File: src/rtl/mem_port_arbiter.sv
// mem_port_arbiter: shares one memory port between fetch and data sides, data first with a fetch starvation guard
module mem_port_arbiter #(
  parameter int STARVE_LIMIT = 4
) (
  input  logic        clk,
  input  logic        rst,
  input  logic [31:0] imem_addr,
  input  logic [3:0]  imem_rmask,
  input  logic        imem_flush,
  output logic [31:0] imem_rdata,
  output logic        imem_resp,
  input  logic [31:0] dmem_addr,
  input  logic [3:0]  dmem_rmask,
  input  logic [3:0]  dmem_wmask,
  input  logic [31:0] dmem_wdata,
  output logic [31:0] dmem_rdata,
  output logic        dmem_resp,
  output logic [31:0] mem_addr,
  output logic [3:0]  mem_rmask,
  output logic [3:0]  mem_wmask,
  output logic [31:0] mem_wdata,
  input  logic [31:0] mem_rdata,
  input  logic        mem_resp
);
  localparam int SW = $clog2(STARVE_LIMIT + 1);
  localparam logic [SW-1:0] LIMIT = SW'(STARVE_LIMIT);
  typedef enum logic [1:0] {IDLE, I_BUSY, D_BUSY} state_t;
  state_t state;
  logic [SW-1:0] streak;
  logic drop, i_pend, d_pend, grant_d, grant_i, done;
  // a requester whose resp is high this cycle still holds its old request, so it is masked
  always_comb begin
    i_pend = |imem_rmask && !imem_resp && !imem_flush;
    d_pend = |(dmem_rmask | dmem_wmask) && !dmem_resp;
    grant_d = state == IDLE && d_pend && !(i_pend && streak == LIMIT);
    grant_i = state == IDLE && i_pend && !grant_d;
    done = state != IDLE && mem_resp;
  end
  always_ff @(posedge clk) begin
    if (rst) begin
      state <= IDLE;
      streak <= '0;
      drop <= 1'b0;
      {mem_addr, mem_rmask, mem_wmask, mem_wdata} <= '0;
      imem_resp <= 1'b0;
      imem_rdata <= '0;
      dmem_resp <= 1'b0;
      dmem_rdata <= '0;
    end else begin
      imem_resp <= 1'b0;
      dmem_resp <= 1'b0;
      if (grant_d) begin
        state <= D_BUSY;
        streak <= i_pend ? streak + 1'b1 : '0;
        {mem_addr, mem_rmask, mem_wmask, mem_wdata} <= {dmem_addr, dmem_rmask, dmem_wmask, dmem_wdata};
      end else if (grant_i) begin
        state <= I_BUSY;
        streak <= '0;
        drop <= 1'b0;
        {mem_addr, mem_rmask, mem_wmask, mem_wdata} <= {imem_addr, imem_rmask, 4'h0, 32'h0};
      end
      if (state == I_BUSY && imem_flush) drop <= 1'b1;
      // memory cannot abort, so a flushed fetch still runs to completion and is discarded here
      if (done) begin
        state <= IDLE;
        drop <= 1'b0;
        {mem_addr, mem_rmask, mem_wmask, mem_wdata} <= '0;
        if (state == I_BUSY && !drop && !imem_flush) begin
          imem_resp <= 1'b1;
          imem_rdata <= mem_rdata;
        end
        if (state == D_BUSY) begin
          dmem_resp <= 1'b1;
          if (|mem_rmask) dmem_rdata <= mem_rdata;
        end
      end
    end
  end
endmodule

File: config.mk
export PLATFORM = sky130hd
export DESIGN_NAME = mem_port_arbiter
export DESIGN_NICKNAME = d
export VERILOG_FILES = /design/src/rtl/mem_port_arbiter.sv
export SDC_FILE = /design/constraint.sdc
export NUM_CORES = 1
export LEC_CHECK = 0
export ABC_AREA = 1
export BUFFER_PORTS_ARGS = -buffer_cell sky130_fd_sc_hd__buf_2
export CORE_MARGIN = 4
export CORE_UTILIZATION = 50
export CTS_BUF_LIST = sky130_fd_sc_hd__clkbuf_16
export CTS_CLUSTER_SIZE = 14
export DETAILED_ROUTE_END_ITERATION = 8
export HOLD_SLACK_MARGIN = 0.12
export PLACE_DENSITY = 0.85
export REMOVE_ABC_BUFFERS = 1
export SYNTH_ARGS = -nofsm -noshare
export SYNTH_HDL_FRONTEND = slang
export SYNTH_SLANG_ARGS = --single-unit
export TNS_END_PERCENT = 5
File: constraint.sdc
create_clock -name clk -period 2.48 [get_ports clk]
set_input_delay 0.372 -clock clk [delete_from_list [all_inputs] [get_ports clk]]
set_output_delay 0.372 -clock clk [all_outputs]
set_load 0.02 [all_outputs]
# [Word-level counts from Yosys, hierarchy flattened]
# Cells that the tools add are included.
[classes] addsub=1 n_eq_ne=4 n_mux=18 n_bitwise=2 n_reduce_logical=31
[op_table] operator="$mux 32" n=4
[op_table] operator="$mux 4" n=4
[op_table] operator="$logic_and 1x1->1" n=12
[op_table] operator="$reduce_or 4->1" n=3
[op_table] operator="$mux 3" n=3
[op_table] operator="$logic_not 1->1" n=6
[op_table] operator="$reduce_bool 2->1" n=3
[op_table] operator="$mux 1" n=5
[op_table] operator="$mux 2" n=2
[op_table] operator="$or 4x4->4" n=1
[op_table] operator="$reduce_and 2->1" n=2
[op_table] operator="$reduce_or 2->1" n=2
[op_table] operator="$add 3x1->3 const B" n=1
[op_table] operator="$eq 3x3->1 const B" n=1
[op_table] operator="$reduce_and 3->1" n=1
[op_table] operator="$reduce_or 3->1" n=1
[op_table] operator="$eq 2x1->1 const B" n=1
[op_table] operator="$eq 2x2->1 const B" n=1
[op_table] operator="$logic_not 2->1" n=1
[op_table] operator="$ne 2x1->1 const B" n=1
[op_table] operator="$not 1->1" n=1
[word_totals] reg_bits=144 output_inout_bits=138 elab_cells=68

# [Logic depth before layout (Yosys ltp)]
# Gate-level depths: netlist (run 1).
[depth] ltp_word=11 depth_mapped=12

# [Worst setup path before layout (run 1)]
# Ideal clock, no wire load.
[synth_path] path_kind="register to register" start="register streak[0]" end="register mem_addr[29]" setup_ps=128 t_arrival_ps=1403 required_ps=2352 path_slack_ps=949 path_stages_with_launch=13 n_path_buf=2 period_less_slack_ps=1531 cell_sequence="dfxtp_1 -> inv_1 -> ha_1 -> nand2_1 -> clkinv_1 -> nand3_4 -> nand3_4 -> buf_6 -> buf_6 -> nand2_1 -> nand2_1 -> nor2_1 -> nor2_1"
[synth_between] elab_chain_cells=7 word_cells_on_any_way=8 classes_between="eq/ne: 1; mux: 1; reduce/logical: 6"
[synth_rtl] element="start: declaration" line_no="29" rtl="logic [SW-1:0] streak;"
[synth_rtl] element="start signal: assignment" line_no="54" rtl="streak <= i_pend ? streak + 1'b1 : '0;"
[synth_rtl] element="$eq 3x3->1 *" line_no="35" rtl="grant_d = state == IDLE && d_pend && !(i_pend && streak == LIMIT);"
[synth_rtl] element="$logic_and 1x1->1 *" line_no="35"
[synth_rtl] element="$logic_not 1->1 *" line_no="35"
[synth_rtl] element="$logic_and 1x1->1 *" line_no="35"
[synth_rtl] element="$logic_not 1->1" line_no="36" rtl="grant_i = state == IDLE && i_pend && !grant_d;"
[synth_rtl] element="$logic_and 1x1->1" line_no="36"
[synth_rtl] element="$reduce_bool 2->1 (no line)"
[synth_rtl] element="end signal: assignment" line_no="55" rtl="{mem_addr, mem_rmask, mem_wmask, mem_wdata} <= {dmem_addr, dmem_rmask, dmem_wmask, dmem_wdata};"
[synth_rtl] element="end signal: assignment" line_no="60" rtl="{mem_addr, mem_rmask, mem_wmask, mem_wdata} <= {imem_addr, imem_rmask, 4'h0, 32'h0};"
[synth_rtl] element="end: declaration" line_no="18" rtl="output logic [31:0] mem_addr,"
# Every way passes the cells marked *; elsewhere a longest branch is shown, timed or not.
# A chain may end at the register's enable or synchronous reset.

# [Final worst setup path (run 1)]
[layout_path] start="register state[0]" end="register mem_addr[3]"
[layout_between] elab_chain_cells=6 word_cells_on_any_way=11 classes_between="mux: 1; reduce/logical: 10"
[layout_rtl] element="start: declaration" line_no="28" rtl="state_t state;"
[layout_rtl] element="start signal: assignment" line_no="41" rtl="state <= IDLE;"
[layout_rtl] element="start signal: assignment" line_no="53" rtl="state <= D_BUSY;"
[layout_rtl] element="start signal: assignment" line_no="57" rtl="state <= I_BUSY;"
[layout_rtl] element="$logic_not 2->1" line_no="35, 36"
[layout_rtl] element="$logic_and 1x1->1 (2 in series)" line_no="35"
[layout_rtl] element="$logic_not 1->1" line_no="36"
[layout_rtl] element="$logic_and 1x1->1" line_no="36"
[layout_rtl] element="$reduce_bool 2->1 (no line)"
# Several ways; a longest one is shown, not always the timed one.

==> flow_metrics.tcl, run 1 <==
set metrics [dict create \
    status "finished, final reports clean" \
    rsz0062_at_grt "no" \
    path_buf_inv 3 \
    synth_cells 883 \
    synth_top_family_by_area "simple AND/OR/NAND/NOR gates" \
    synth.area.mux_share_pct 0 \
    worstPathCellList "nor2_2 > inv_2 > nor2_4 > inv_2 > nor2_4 > buf_4 > nand3_1 > nand2_1 > nor2_1 > nor2_1" \
    grtUsageMet2_pct 43.1 \
    synth_ff_type "dfxtp_1" \
    post-route-period-util_pct 75.1 \
    die_w_um 118 \
    rr_worst_depth 10 \
    skew_ns 0.00697 \
    gp_congestion 0.833 \
    finalHoldViolCount 0 \
    synth_seq_cells 144 \
    maxCapViolCount 0 \
    syn_avg_cell_area_um2 6.90 \
    synth-xor-area-share_pct 0.144 \
    cts-resized-gates 0 \
    synthAdderAreaFrac_pct 0.411 \
    initial_utilization_pct 51.0 \
    cts_tree "built" \
    worstSkewPairLatency_ns 0.41 \
    start_kind "register" \
    worstPathMaxFanout 21 \
    ir_drop_mv 0.639 \
    rrSetupSlack_ns 0.62 \
    clockBufferDepth 2 \
    max_stage_delay_ns 0.41 \
    antenna_found_initial 2 \
    ys.warnings.count 0 \
    hold_depth 2 \
    ctsRootBufferMaster "clkbuf_16" \
    place_area_um2 7490 \
    worst_slew_pin_slew_ns 0.645 \
    htreeDepth 4 \
    floorplan.die_area_um2 14000 \
    clk_pin_slew_ns 0.06 \
    drtPass1Iterations 5 \
    pin_count 282 \
    async_reset_ff_share_pct 0 \
    final_antenna_net_count 0 \
    pwr_density_cell_nw_per_um2 871 \
    critical_path.top_delay_family "simple AND/OR/NAND/NOR gates" \
    synth_edf_count 0 \
    viasPerCell 4.91 \
    stdcell_count 1301 \
    min_period_ns 1.86 \
    synth-simple-area-share_pct 32.3 \
    netlist_area_um2 6090 \
    synth-compound-area-share_pct 9.28 \
    first_global_vias 5909 \
    ys_seq_area_share_pct 47.3 \
    nets 1287 \
    min_from "rst" \
    setup_tns_ns 0 \
    drtIter0Drc 552 \
    cpMaxStageDelayCell "nor2_4" \
    numPortBuffers 281 \
    maxSlewViolCount 0 \
    use_met3_pct 10.0 \
    critical_path_arrival_ns 2.20 \
    clock-sinks 144 \
    drc 0 \
    end_kind "register" \
    regToRegStartpoint "state[0]$_SDFFE_PP0P_" \
    track_usage_pct 25.1 \
    postCtsHoldBufs 0 \
    drive_gt1_share_pct 29.4 \
    place_inst 1269 \
    cp.required_ns 2.82 \
    max_clock_freq_mhz 537 \
    hp-class "input port to register" \
    num_antenna_cells 0 \
    core_area_um2 12000 \
    grt_max_degree 65 \
    dp_slack_ns 0.604 \
    gr-total-overflow 0 \
    post-cts-setup-buffer-count 0 \
    top_usage_layer "met2" \
    finalSetupViolCount 0 \
    stdcell_area_um2 8150 \
    dieHeight_um 118 \
    via_count 6393 \
    critical_path_class "register to register" \
    drt_wl_total_um 18000 \
    p_total_w 0.00710 \
    grt_pass1_wl_um 28700 \
    synthDistinctLibCells 23 \
    setup_ws_ns 0.617 \
    use_met1_pct 28.6 \
    min_to "streak[2]$_SDFFE_PP0P_" \
    post_drt_wl_per_cell_um 13.8 \
    rr_endpoint "mem_addr[3]$_SDFFE_PP0P_" \
    cts_buffers 17 \
    placementRows 40 \
    synthToLayoutAreaGrowth_pct 33.7 \
    p_leak_nw 4.24 \
    hpwl_um 12800 \
    max_slew_margin_pct 56.9 \
]
## metrics by stage
step | hold slack [ns] | utilization (%)
5_1_grt | 0.191 | 68.1
4_1_cts | 0.174 | 68.1
3_5_place_dp | 0.466 | 62.6
6_report | 0.193 | 68.1
2_1_floorplan | 0.440 | -
3_3_place_gp | 0.449 | 62.6
## Yosys cell counts, types with 2 or more instances
master / number / area share [%]
ha_1: 2 / 0.41
nand3_4: 2 / 0.57
clkbuf_1: 19 / 1.2
nand3_1: 88 / 7.2
buf_4: 3 / 0.37
buf_6: 8 / 1.5
nor2_4: 2 / 0.37
nor2_2: 2 / 0.21
buf_2: 24 / 2.0
a21oi_1: 43 / 3.5
o21ai_2: 2 / 0.29
nand2_1: 121 / 7.5
buf_1: 2 / 0.12
inv_2: 4 / 0.25
inv_1: 83 / 5.1
o21ai_0: 65 / 5.3
nor2_1: 264 / 16
dfxtp_1: 144 / 47
## final cells by class
type / count / area [um^2]
fill: 1047 / 3810
sequential: 144 / 2880
multi-input combinational: 595 / 2570
clock buffer: 17 / 425
clock inverter: 15 / 230
timing repair buffer: 295 / 1520
tap: 147 / 184
inverter: 88 / 330
## per-layer routing
layer	vias up	part of all wire [%]
met4	4	1.7
met1	2842	39
met5	-	0.12
met3	28	11
li1	3254	-
met2	265	48
## worst reg2reg max path, cell delays in order, from the launching register on
cell and delay [ns]:
dfxtp_1 0.33, nor2_2 0.21, inv_2 0.07, nor2_4 0.12
inv_2 0.06, nor2_4 0.41, buf_4 0.30, nand3_1 0.09
nand2_1 0.08, nor2_1 0.04, nor2_1 0.10
## layout by cell type (no fill, tap or decap), drive strengths merged
master    instances
a211oi            1
a21oi            43
buf             295
bufinv            5
clkbuf           17
clkinv            5
clkinvlp          1
dfxtp           144
ha                2
inv              92
nand2           121
nand3            91
nor2            268
nor3              1
o21ai            67
xor2              1
## sequential cells by signal (all words and copies together) (netlist names)
register,cells
mem_wmask,4
state,2
dmem_rdata,32
dmem_resp,1
imem_resp,1
mem_wdata,32
imem_rdata,32
streak,3
drop,1
mem_rmask,4
mem_addr,32
## cell families after synthesis
family,after synthesis
AO/OA/AOI/OAI,111
XOR/XNOR,1
adder cells (fa/ha/maj),2
buffers and inverters,144
flip-flops,144
AND/OR/NAND/NOR,481
## report_power, final
group	switching, W	internal, W	total [W]
Combinational	0.00110	0.000536	0.00163
Sequential	0.000113	0.00254	0.00265
Clock	0.00101	0.00180	0.00281
Total	0.00222	0.00488	0.00710
## worst max-delay path by stage
stage / start / to / slack, ns / depth (start not counted)
2_1_floorplan: imem_resp$_SDFF_PP0_ / mem_addr[0]$_SDFFE_PP0P_ / -0.22 / 6
4_1_cts: state[0]$_SDFFE_PP0P_ / mem_addr[3]$_SDFFE_PP0P_ / 0.60 / 10
6_report: state[0]$_SDFFE_PP0P_ / mem_addr[3]$_SDFFE_PP0P_ / 0.62 / 10
3_3_place_gp: imem_rmask[0] / mem_addr[25]$_SDFFE_PP0P_ / 0.62 / 9
3_5_place_dp: imem_rmask[0] / mem_wdata[21]$_SDFFE_PP0P_ / 0.60 / 8
5_1_grt: state[0]$_SDFFE_PP0P_ / mem_addr[3]$_SDFFE_PP0P_ / 0.40 / 10
(Power assumes the default switching activity.)
==> run 2, diff against run 1 <==
Settings changed: ABC_AREA 1 to 0, CORE_UTILIZATION 50 to 46, PLACE_DENSITY 0.85 to 0.8.
Clock period 2.48 ns to 1.8 ns, I/O delays scaled along.
==> run 2 against run 1 <==
Core utilization increased by 5.1 points. Power increased by 32%. Routed wire length increased by 19%. Register-to-register slack got worse by 0.54 ns. First-iteration DRC count increased by 18%. Synthesized cell count decreased by 20%. Die area increased by 3.4%. Setup slack got worse by 0.54 ns. Clock power increased by 15%.
==> flow_metrics.tcl, run 2 <==
set metrics [dict create \
    drtIter0Drc 652 \
    status "finished, final reports clean" \
    placementRows 40 \
    gr-total-overflow 0 \
    critical_path_arrival_ns 2.05 \
    drc 0 \
    maxSlewViolCount 0 \
    syn_avg_cell_area_um2 8.24 \
    synthDominantCellAreaShare_pct 49.6 \
    use_met3_pct 7.20 \
    cpMaxStageDelayCell "dfxtp_1" \
    nets 1191 \
    synthToLayoutAreaGrowth_pct 53.8 \
    synth_cells 706 \
    p_leak_nw 3.91 \
    rr_worst_depth 8 \
    end_kind "register" \
    final_cell_mix "281 x buf_2, 200 x nand2_1, 144 x dfxtp_1" \
    finalHoldViolCount 0 \
    numPortBuffers 281 \
    synth_top_family_by_area "simple AND/OR/NAND/NOR gates" \
    yosysMostFrequentCell "nand2_1" \
    die_w_um 120 \
    antenna_found_initial 2 \
    track_usage_pct 28.6 \
    synthDistinctLibCells 34 \
    rsz0062_at_grt "no" \
    synth_seq_cells 144 \
    via_count 6797 \
    core_area_um2 12200 \
    synth-xor-area-share_pct 0 \
    initial_utilization_pct 47.6 \
    synth-compound-area-share_pct 21.5 \
    hpwl_um 12900 \
    place_area_um2 7480 \
    synthAdderAreaFrac_pct 0.430 \
    synth_edf_count 0 \
    drtPass1Iterations 5 \
    cts_buffers 17 \
    max_stage_delay_ns 0.32 \
    worstSkewPairLatency_ns 0.42 \
    p_total_w 0.00935 \
    start_kind "register" \
    ys_seq_area_share_pct 49.6 \
    pin_count 282 \
    synth_top_area_cell "dfxtp_1" \
    ctsRootBufferMaster "clkbuf_16" \
    cts_tree "built" \
    skew_ns 0.0121 \
    worstPathMaxFanout 21 \
    setup_tns_ns 0 \
    final_util_pct 73.2 \
    stdcell_area_um2 8940 \
    top_usage_layer "met2" \
    htreeDepth 4 \
    hp-class "input port to register" \
    ys.warnings.count 0 \
    first_global_vias 6694 \
    pwr_density_cell_nw_per_um2 1050 \
    cp.required_ns 2.13 \
    netlist_area_um2 5810 \
    clock-sinks 144 \
    drt_wl_total_um 21500 \
    final_antenna_net_count 0 \
    post-route-period-util_pct 95.8 \
    regToRegStartpoint "streak[1]$_SDFFE_PP0P_" \
    grt_max_degree 76 \
    min_period_ns 1.72 \
    async_reset_ff_share_pct 0 \
    maxCapViolCount 0 \
    rr_endpoint "mem_wdata[3]$_SDFFE_PP0P_" \
    synth.area.mux_share_pct 0 \
    worstPathCellList "inv_1 > ha_4 > nand2_2 > nor4_4 > buf_4 > buf_12 > o211ai_1 > a21oi_1" \
    nFillCells 901 \
    viasPerCell 5.54 \
    floorplan.die_area_um2 14500 \
    synth_ff_type "dfxtp_1" \
    synthTopCellsByArea "dfxtp_1 50%, nand2_1 13%, a21oi_1 8.9%" \
    use_met1_pct 31.7 \
    max_clock_freq_mhz 580 \
    worst_slew_pin_slew_ns 0.731 \
    grtUsageMet2_pct 48.1 \
    gp_congestion 0.905 \
    synth-simple-area-share_pct 22.9 \
    final_common_cell "buf_2" \
    post_drt_wl_per_cell_um 17.5 \
    max_slew_margin_pct 50.8 \
    clk_pin_slew_ns 0.06 \
    min_from "imem_addr[31]" \
    crit_start "streak[1]$_SDFFE_PP0P_" \
    endpoint "mem_wdata[3]$_SDFFE_PP0P_" \
    grt_pass1_wl_um 33200 \
    clockBufferDepth 2 \
    netlist_top_cells_count "201 x nand2_1, 144 x dfxtp_1, 103 x a21oi_1" \
    dieHeight_um 120 \
    rrSetupSlack_ns 0.08 \
    critical_path_class "register to register" \
    ir_drop_mv 0.626 \
    finalSetupViolCount 0 \
    drive_gt1_share_pct 34.2 \
]
-- run 2: cell types whose count changed in the layout (fill, tap and decap cells not counted), sizes merged, moves of 4 or more --
cell | before | now
nor2 | 268 | 10
dlygate4sd3 | 0 | 79
o211ai | 0 | 38
a311oi | 0 | 36
nand3 | 91 | 38
nand2 | 121 | 202
nor3 | 1 | 38
buf | 295 | 308
nand4 | 0 | 4
inv | 92 | 6
o21ai | 67 | 0
a21oi | 43 | 103
nor4 | 0 | 5
-- run 2: worst min path at each step --
stage,end,cells past startpoint
floorplan,dmem_rdata[0]$_SDFFE_PP0P_,1
global placement,dmem_rdata[26]$_SDFFE_PP0P_,2
detailed placement,imem_rdata[1]$_SDFFE_PP0P_,2
CTS,mem_addr[31]$_SDFFE_PP0P_,3
global route,mem_addr[31]$_SDFFE_PP0P_,3
finish,mem_addr[31]$_SDFFE_PP0P_,3
-- run 2: timing repair --
action                                  4_1_cts  5_1_grt
hold endpoints to repair                    111        0
gates cloned                                  0        2
endpoints found under the setup margin        2       80
hold buffers                                 79        0
buffers inserted                              0        2
resized for setup                             2       14
pin swaps                                     0        7
-- run 2: cells by family (layout without fill, tap and decap cells) --
logic type / Yosys count / in the layout
AO/OA/AOI/OAI: 183 / 183
adder cells (fa/ha/maj): 2 / 2
buffers and inverters: 71 / 422
flip-flops: 144 / 144
AND/OR/NAND/NOR: 306 / 306
other: 0 / 2
-- run 2: worst max-delay path: cells and delay by family, from the launching register on --
| kind | cells | cell delay [ns] |
|---|---|---|
| flops | 1 | 0.32 |
| fa+ha+maj | 1 | 0.15 |
| buf+inv | 3 | 0.47 |
| simple gates | 2 | 0.35 |
| compound gates | 2 | 0.35 |
-- run 2: through the flow --
stage	hold slack [ns]	setup slack (ns)	instances
after floorplan	0.339	-2.55	637
after global placement	0.439	-0.0841	1111
after detailed placement	0.443	-0.132	1111
after CTS	0.121	0.0359	1221
after global routing	0.147	0.00255	1226
final	0.137	0.0757	1227
-- run 2: layer usage --
metal | routed length, um | up-vias
li1 | - | 3155
met1 | 7770 | 3137
met2 | 10900 | 401
met3 | 1600 | 102
met4 | 1260 | 2
met5 | 7 | -
-- run 2: cell type report --
type,count,area (um^2),area share [%]
Clock buffer,17,425,4.76
Clock inverter,14,110,1.23
Timing Repair Buffer,389,2650,29.6
Sequential cell,144,2880,32.2
Multi-Input combinational cell,491,2650,29.7
Tap cell,168,210,2.35
Antenna cell,2,5.00,0.0560
Inverter,2,7.51,0.0840
-- run 2: power breakdown --
group	switching, W	internal (W)	total (W)	leakage, nW
registers	0.000174	0.00350	0.00368	1.18
clock network	0.00126	0.00198	0.00323	0.281
logic	0.00151	0.000936	0.00244	2.46
==> run 3, diff against run 2 <==
Settings changed: PLACE_DENSITY 0.8 to 0.89.
==> run 3 against run 2 <==
Final area increased by 0.83%. Clock skew is essentially flat. Sequential share of layout area decreased by 0.26 points. Non-clock buffer count is 7 higher. Fmax down 1.2%. Critical endpoint is now mem_addr[23]$_SDFFE_PP0P_.
==> flow_metrics.tcl, run 3 (synthesized netlist as in run 2, its figures left out) <==
set metrics [dict create \
    status "finished, final reports clean" \
    grt_max_degree 63 \
    maxCapViolCount 0 \
    drive_gt1_share_pct 35.6 \
    max_stage_delay_ns 0.38 \
    drc 0 \
    viasPerCell 5.82 \
    synthToLayoutAreaGrowth_pct 55.0 \
    drt_wl_total_um 24400 \
    critical_path.top_delay_family "compound AO/OA/AOI/OAI gates" \
    top_usage_layer "met2" \
    gr-total-overflow 0 \
    htreeDepth 4 \
    post-route-period-util_pct 96.9 \
    start_kind "register" \
    use_met1_pct 35.7 \
    critical_path_class "register to register" \
    cts_buffers 17 \
    pin_count 282 \
    hpwl_um 13500 \
    cpMaxStageDelayCell "a21o_2" \
    drtIter0Drc 1060 \
    path_buf_inv 1 \
    floorplan.die_area_um2 14500 \
    grt_pass1_wl_um 36800 \
    core_area_um2 12200 \
    final_cell_mix "281 x buf_2, 200 x nand2_1, 144 x dfxtp_1" \
    setup_tns_ns 0 \
    drtPass1Iterations 8 \
    numPortBuffers 281 \
    first_global_vias 6905 \
    end_kind "register" \
    worst_slew_pin_slew_ns 0.605 \
    post_drt_wl_per_cell_um 19.8 \
    placementRows 40 \
    finalSetupViolCount 0 \
    clockBufferDepth 2 \
    maxSlewViolCount 0 \
    via_count 7175 \
    skew_ns 0.0118 \
    pwr_density_cell_nw_per_um2 1100 \
    finalHoldViolCount 0 \
    worstSkewPairLatency_ns 0.42 \
    dieHeight_um 120 \
    initial_utilization_pct 47.6 \
    fin_hold_ws_ns 0.130 \
    clk_pin_slew_ns 0.06 \
    cts_tree "built" \
    max_clock_freq_mhz 573 \
    gp_congestion 0.897 \
    worstPathMaxFanout 39 \
    ctsRootBufferMaster "clkbuf_16" \
    use_met3_pct 10.6 \
    clock-sinks 144 \
    p_leak_nw 3.96 \
    die_w_um 120 \
    final_util_pct 73.8 \
    hp-class "input port to register" \
    grtUsageMet2_pct 53.6 \
    nets 1198 \
    worstPathCellList "or2_1 > a21o_2 > buf_12 > a311oi_1" \
    critical_path_arrival_ns 2.05 \
    final_antenna_net_count 0 \
    min_period_ns 1.74 \
    track_usage_pct 31.9 \
    antenna_found_initial 3 \
    rsz0062_at_grt "yes" \
    cp.required_ns 2.10 \
    max_slew_margin_pct 59.7 \
    ir_drop_mv 0.717 \
    final_common_cell "buf_2" \
]
run 3: cell types whose count changed in the layout (fill, tap and decap cells not counted), sizes merged:
cell | before | now
buf | 308 | 320
dlygate4sd3 | 79 | 75
bufinv | 2 | 5
clkinv | 8 | 5
inv | 6 | 4
clkbuf | 19 | 18
clkinvlp | 0 | 1
diode | 2 | 1
run 3: worst paths after layout:
| path | end | cells after the start | start | slack, ns |
|---|---|---|---|---|
| min reg2reg | imem_rdata[24]$_SDFFE_PP0P_ | 2 | imem_rdata[24]$_SDFFE_PP0P_ | 0.45 |
| max reg2reg | mem_addr[23]$_SDFFE_PP0P_ | 4 | state[0]$_SDFFE_PP0P_ | 0.06 |
| max | mem_addr[23]$_SDFFE_PP0P_ | 4 | state[0]$_SDFFE_PP0P_ | 0.06 |
| min | mem_addr[28]$_SDFFE_PP0P_ | 3 | imem_addr[28] | 0.13 |
run 3: layout make-up:
class | count | area (um^2)
timing repair buffer | 396 | 2650
tap | 168 | 210
clock inverter | 13 | 195
inverter | 2 | 7.51
sequential | 144 | 2880
multi-input combinational | 491 | 2650
clock buffer | 17 | 425
fill | 757 | 3200
antenna | 1 | 2.50
run 3: per-stage QoR:
step | setup WS (ns) | std cells | total power (W) | instance area, um^2
floorplan | -2.55 | 637 | 0.00495 | 5490
detailed placement | -0.00797 | 1121 | 0.00600 | 7540
CTS | 0.0740 | 1226 | 0.00984 | 8920
finish | 0.0554 | 1232 | 0.00996 | 9010
global route | -0.0231 | 1232 | 0.0103 | 9010
global placement | 0.0267 | 1121 | 0.00596 | 7540
run 3: tightest hold or removal path, stage by stage:
cell and delay [ns]:
buf_2 0.10, nand2_1 0.05, a311oi_1 0.08
run 3: power breakdown:
part           internal (W)  total [W]  switching (W)  leakage (nW)
clock               0.00242    0.00375        0.00133         0.303
combinational      0.000945    0.00251        0.00156          2.48
sequential          0.00350    0.00370       0.000194          1.18
total               0.00687    0.00996        0.00309          3.96
run 3: routing by layer:
metal | part of all wire [%] | wire length [um]
met1 | 35 | 8440
met2 | 48 | 11600
met5 | 0.14 | 33
met4 | 5.5 | 1340
met3 | 12 | 2990
run 3: timing repair:
action	4_1_cts	5_1_grt
gates resized for setup	1	11
hold buffers	75	0
gates cloned	0	1
buffers inserted	0	4
pin swaps	0	5
setup endpoints to repair	2	14
hold endpoints to repair	104	0
